==> src/rtl/bcd_pkg.sv <==
// Shared definitions for the digit-serial BCD adder controller.
// Optional feature macro: BCD_SUB_EN (enables the nines-complement helper).
package bcd_pkg;

  localparam int BCD_DIGIT_W   = 4;
  localparam int BCD_MAX_DIGIT = 9;
  localparam int BCD_CORR      = 6;

  typedef enum logic [1:0] {
    IDLE = 2'd0,
    RUN  = 2'd1,
    DONE = 2'd2
  } state_t;

`ifdef BCD_SUB_EN
  // Nines complement of one BCD digit; invalid digits simply wrap.
  function automatic logic [BCD_DIGIT_W-1:0] nines_comp(input logic [BCD_DIGIT_W-1:0] d);
    return BCD_DIGIT_W'(BCD_MAX_DIGIT) - d;
  endfunction
`endif

endpackage

==> src/rtl/bcd_digit_add.sv <==
// Combinational single-digit BCD adder with >9 / +6 decimal correction.
module bcd_digit_add
  import bcd_pkg::*;
(
  input  logic [BCD_DIGIT_W-1:0] a,
  input  logic [BCD_DIGIT_W-1:0] b,
  input  logic                   cin,
  output logic [BCD_DIGIT_W-1:0] sum,
  output logic                   cout
);

  logic [BCD_DIGIT_W:0] s5;
  logic [BCD_DIGIT_W:0] s5_corr;

  // Binary digit sum, then decimal correction when it exceeds nine.
  always_comb begin
    s5      = {1'b0, a} + {1'b0, b} + {{BCD_DIGIT_W{1'b0}}, cin};
    s5_corr = s5 + (BCD_DIGIT_W + 1)'(BCD_CORR);
    sum     = s5[BCD_DIGIT_W-1:0];
    cout    = 1'b0;
    if (s5 > (BCD_DIGIT_W + 1)'(BCD_MAX_DIGIT)) begin
      sum  = s5_corr[BCD_DIGIT_W-1:0];
      cout = 1'b1;
    end
  end

endmodule

==> src/rtl/bcd_serial_adder_ctrl.sv <==
// Digit-serial BCD adder controller: one shared digit adder walks the
// operands least-significant digit first, one digit per clock.
// Optional feature macro: BCD_SUB_EN (adds the sub port, nines-complement of B).
module bcd_serial_adder_ctrl
  import bcd_pkg::*;
#(
  parameter int N_DIGITS = 4
) (
  input  logic                            clk,
  input  logic                            rst,
  input  logic                            start,
  input  logic [BCD_DIGIT_W*N_DIGITS-1:0] a,
  input  logic [BCD_DIGIT_W*N_DIGITS-1:0] b,
  input  logic                            cin,
`ifdef BCD_SUB_EN
  input  logic                            sub,
`endif
  output logic                            busy,
  output logic                            done,
  output logic [BCD_DIGIT_W*N_DIGITS-1:0] sum,
  output logic                            cout,
  output logic                            err
);

  localparam int W   = BCD_DIGIT_W * N_DIGITS;
  localparam int K_W = (N_DIGITS > 1) ? $clog2(N_DIGITS) : 1;

  state_t                 state;
  state_t                 state_n;
  logic [W-1:0]           a_reg;
  logic [W-1:0]           b_reg;
`ifdef BCD_SUB_EN
  logic                   sub_reg;
`endif
  logic                   carry;
  logic [K_W-1:0]         k;
  logic                   last;
  logic [BCD_DIGIT_W-1:0] a_dig;
  logic [BCD_DIGIT_W-1:0] b_dig;
  logic [BCD_DIGIT_W-1:0] b_eff;
  logic [BCD_DIGIT_W-1:0] d_sum;
  logic                   d_cout;
  logic                   dig_err;

  // Digit mux: select operand digit k and apply the optional complement.
  always_comb begin
    a_dig   = a_reg[BCD_DIGIT_W*k +: BCD_DIGIT_W];
    b_dig   = b_reg[BCD_DIGIT_W*k +: BCD_DIGIT_W];
    b_eff   = b_dig;
`ifdef BCD_SUB_EN
    if (sub_reg) b_eff = nines_comp(b_dig);
`endif
    dig_err = (a_dig > BCD_DIGIT_W'(BCD_MAX_DIGIT)) |
              (b_dig > BCD_DIGIT_W'(BCD_MAX_DIGIT));
    last    = (k == K_W'(N_DIGITS - 1));
  end

  bcd_digit_add u_digit_add (
    .a    (a_dig),
    .b    (b_eff),
    .cin  (carry),
    .sum  (d_sum),
    .cout (d_cout)
  );

  // State register.
  always_ff @(posedge clk) begin
    if (rst) state <= IDLE;
    else     state <= state_n;
  end

  // Next-state and status outputs, decoded from registered state only.
  always_comb begin
    state_n = state;
    busy    = 1'b0;
    done    = 1'b0;
    case (state)
      IDLE: if (start) state_n = RUN;
      RUN: begin
        busy = 1'b1;
        if (last) state_n = DONE;
      end
      DONE: begin
        busy    = 1'b1;
        done    = 1'b1;
        state_n = IDLE;
      end
      default: state_n = IDLE;
    endcase
  end

  // Operand capture and per-digit result accumulation.
  always_ff @(posedge clk) begin
    if (rst) begin
      a_reg   <= '0;
      b_reg   <= '0;
`ifdef BCD_SUB_EN
      sub_reg <= 1'b0;
`endif
      carry   <= 1'b0;
      k       <= '0;
      sum     <= '0;
      cout    <= 1'b0;
      err     <= 1'b0;
    end else begin
      case (state)
        IDLE: begin
          if (start) begin
            a_reg   <= a;
            b_reg   <= b;
`ifdef BCD_SUB_EN
            sub_reg <= sub;
`endif
            carry   <= cin;
            k       <= '0;
            sum     <= '0;
            cout    <= 1'b0;
            err     <= 1'b0;
          end
        end
        RUN: begin
          sum[BCD_DIGIT_W*k +: BCD_DIGIT_W] <= d_sum;
          carry <= d_cout;
          err   <= err | dig_err;
          if (last) cout <= d_cout;
          else      k    <= k + K_W'(1);
        end
        default: ;
      endcase
    end
  end

endmodule

==> config.mk <==
export PLATFORM = sky130hd
export DESIGN_NAME = bcd_serial_adder_ctrl
export DESIGN_NICKNAME = d
export VERILOG_FILES = /design/src/rtl/bcd_pkg.sv /design/src/rtl/bcd_digit_add.sv /design/src/rtl/bcd_serial_adder_ctrl.sv
export SDC_FILE = /design/constraint.sdc
export NUM_CORES = 1
export LEC_CHECK = 0
export ABC_AREA = 1
export BUFFER_PORTS_ARGS = -buffer_cell sky130_fd_sc_hd__buf_2
export CAP_MARGIN = 10
export CORE_MARGIN = 1.5
export CORE_UTILIZATION = 54
export DETAILED_ROUTE_END_ITERATION = 10
export PLACE_DENSITY_LB_ADDON = 0.12
export SETUP_SLACK_MARGIN = 0.02
export SLEW_MARGIN = 20
export SYNTH_ARGS = -nofsm -noshare
export SYNTH_HDL_FRONTEND = slang
export SYNTH_SLANG_ARGS = --single-unit
==> constraint.sdc <==
create_clock -name clk -period 3.6 [get_ports clk]
set_input_delay 0 -clock clk [delete_from_list [all_inputs] [get_ports clk]]
set_output_delay 0 -clock clk [all_outputs]
set_load 0.005 [all_outputs]
==> results.toml <==
[routing]
firstDrtPassIters = 4
wirelength_um = 6610
wl_per_cell_um = 12.4
drc = 0
routed_via_density = 5.12
drtIter0Drc = 161
vias = 2717
ant_nets = 0

[global_route]
grt_pass1_vias = 2473
antenna_found_initial = 0
grt_pass1_wl_um = 10900
grt.overflow.total = 0
grtUsageMet1_pct = 35.7
gr-usage-met3_pct = 3.52
grtUsageMet2_pct = 40.5
grt_max_degree = 37
grt_usage_pct = 25.3
gr-max-usage-layer = "met2"

[final_layout]
final_cells = 531
nets = 514
drive_gt1_share_pct = 17.2
post-route-util_pct = 71.5
diodes = 0
nFillCells = 426
area_delta_synth_final_pct = 25.8

[floorplan]
core_area_mm2 = 0.00479
dieArea_mm2 = 0.00547
start_util_pct = 56.8
die_w_um = 74.0
floorplan.io_pins = 56
rows = 25
dieHeight_um = 74.0

[power_and_ir_drop]
power_per_cell_area_mw_per_mm2 = 421
peakVddDrop_mv = 0.255
p_leak_nw = 1.57
finalPower_mw = 1.44

[synthesis]
yosys.area.top_type = "dfxtp_1"
ys_warn_count = 0
synth_top_area_share_pct = 40.5
synth_edf_count = 0
synth.area.top_cells = "dfxtp_1, nor2_1, o21ai_0"
ys_seq_area_share_pct = 40.5
syn_nets = 434
ys_seq_elements = 55
syn_area_per_cell_um2 = 7.07
ys.flop_type = "dfxtp_1"
netlist_area_mm2 = 0.00272
async_flop_share_pct = 0
synth_cells = 385
netlist-cell-type-count = 28

[setup_path]
crit_type = "flop to flop"
crit_path_start_kind = "flop"
cp_data_required_time_ps = 3840
crit_fanout = 18
end_kind = "flop"
r2r_cells = 17
cp.arrival_ps = 3400

[sta]
setup-tns-final_ps = 0
finalCritPeriodShare_pct = 87.9
fin_crit_ps = 3170
finClkSkew_ps = 10.2
relSlewSlack_pct = 43.0
final-max-slew-violation-count = 0
rsz0062_at_grt = "false"
fin_ws_ps = 435
setup_violations = 0
final_hold_viol_count = 0
fmax_mhz = 316
worst_pin_slew_ps = 854

[cts]
cts.clk_slew.worst_paths_ps = 100
numCtsBuffers = 5
clk_latency_ps = 300
cts_setup_buffers = 0
cts_tree = "done"
cts_root_buffer = "clkbuf_8"
ctsHtreeMaxLevel = 2
clock_path_buffers = 2
clkSinkCount = 55

[flow_run]
drv_cap = 0

[status]
status = "finished clean"

[place]
place.gp.congestion = 0.845
dp_hpwl_um = 4550
pre_cts_ws_ps = 324
portBuffers = 55
place_inst = 493

[hold_path]
holdCritPathClass = "input port to flop"
holdPathStages = 3
cells in the final DEF, fill, tap and decap left out, drive strengths merged, types with 5 or more instances in the layout:
cell | netlist | layout
nand3 | 21 | 21
dfxtp | 55 | 55
a21oi | 33 | 33
clkbuf | 9 | 5
dlygate4sd3 | 0 | 32
ha | 11 | 11
o21ai | 50 | 50
nand4 | 6 | 6
buf | 8 | 58
nor2 | 80 | 80
nand2 | 62 | 62
inv | 36 | 36
kinds of logic (layout without fill, tap and decap cells):
family          after synthesis  after routing  share of synthesized area, %
compound gates               89             89                          17.8
fa+ha+maj                    13             13                          6.53
buf+inv                      54            133                          8.10
flops                        55             55                          40.5
simple gates                174            174                          27.0
layer usage:
layer,up-vias,share of wire (%)
met3,11,4.0
li1,1406,-
met5,-,0
met2,64,45
met1,1236,49
met4,0,1.4
report_power, final:
part | leakage, nW | total [mW] | switching, mW | internal [mW]
Sequential | 0.453 | 0.677 | 0.0276 | 0.649
Clock | 0.0361 | 0.321 | 0.191 | 0.130
Combinational | 1.08 | 0.444 | 0.278 | 0.166
Total | 1.57 | 1.44 | 0.497 | 0.945
metrics by stage:
step | hold WS [ps] | area [um2]
after global routing | 25.8 | 3420
after detailed placement | 255 | 3020
after global placement | 251 | 3020
final | 9.68 | 3420
after floorplan | 164 | 2720
after CTS | 17.0 | 3420
repair_timing:
item                                    in CTS  in global routing
hold buffers                                32                  0
endpoints found under the hold margin       32                  0
endpoints found under the setup margin       0                 10
resized for setup                            0                  2
critical path, stage by stage, from the launching register on:
cell	delay, ps
dfxtp_2	420
inv_2	160
o21ai_0	190
o22ai_1	110
fa_1	460
fa_1	410
nand2_1	100
nand2_1	100
ha_1	230
inv_1	80
nor2_1	50
a21oi_2	120
nand2_2	90
nand2_1	100
nand2_1	60
nand2_1	140
nand4_1	120
a21oi_1	150
cells in the mapped netlist, drive strengths merged (2+ instances only):
cell / instances
a21oi: 33
buf: 8
clkbuf: 9
dfxtp: 55
fa: 2
ha: 11
inv: 36
nand2: 62
nand3: 21
nand4: 6
nor2: 80
nor3: 4
o21ai: 50
o22ai: 3
path summary, 6_finish.rpt:
| kind | startpoint | end | slack (ps) |
|---|---|---|---|
| max | k[0]$_SDFFE_PP0P_ | sum[14]$_SDFFE_PP0P_ | 430 |
| min | b[1] | b_reg[1]$_SDFFE_PP0P_ | 10 |
| max reg2reg | k[0]$_SDFFE_PP0P_ | sum[14]$_SDFFE_PP0P_ | 430 |
| min reg2reg | b_reg[1]$_SDFFE_PP0P_ | b_reg[1]$_SDFFE_PP0P_ | 460 |
cell type report:
class / count / area (um2) / share of cell area [%]
clock inverters: 1 / 7.51 / 0.219
inverters: 37 / 141 / 4.13
flip-flops and latches: 55 / 1100 / 32.2
repair buffers: 90 / 618 / 18.1
clock buffers: 5 / 68.8 / 2.01
multi-input cells: 276 / 1400 / 40.9
well taps: 67 / 83.8 / 2.45
(Power assumes the default switching activity.)
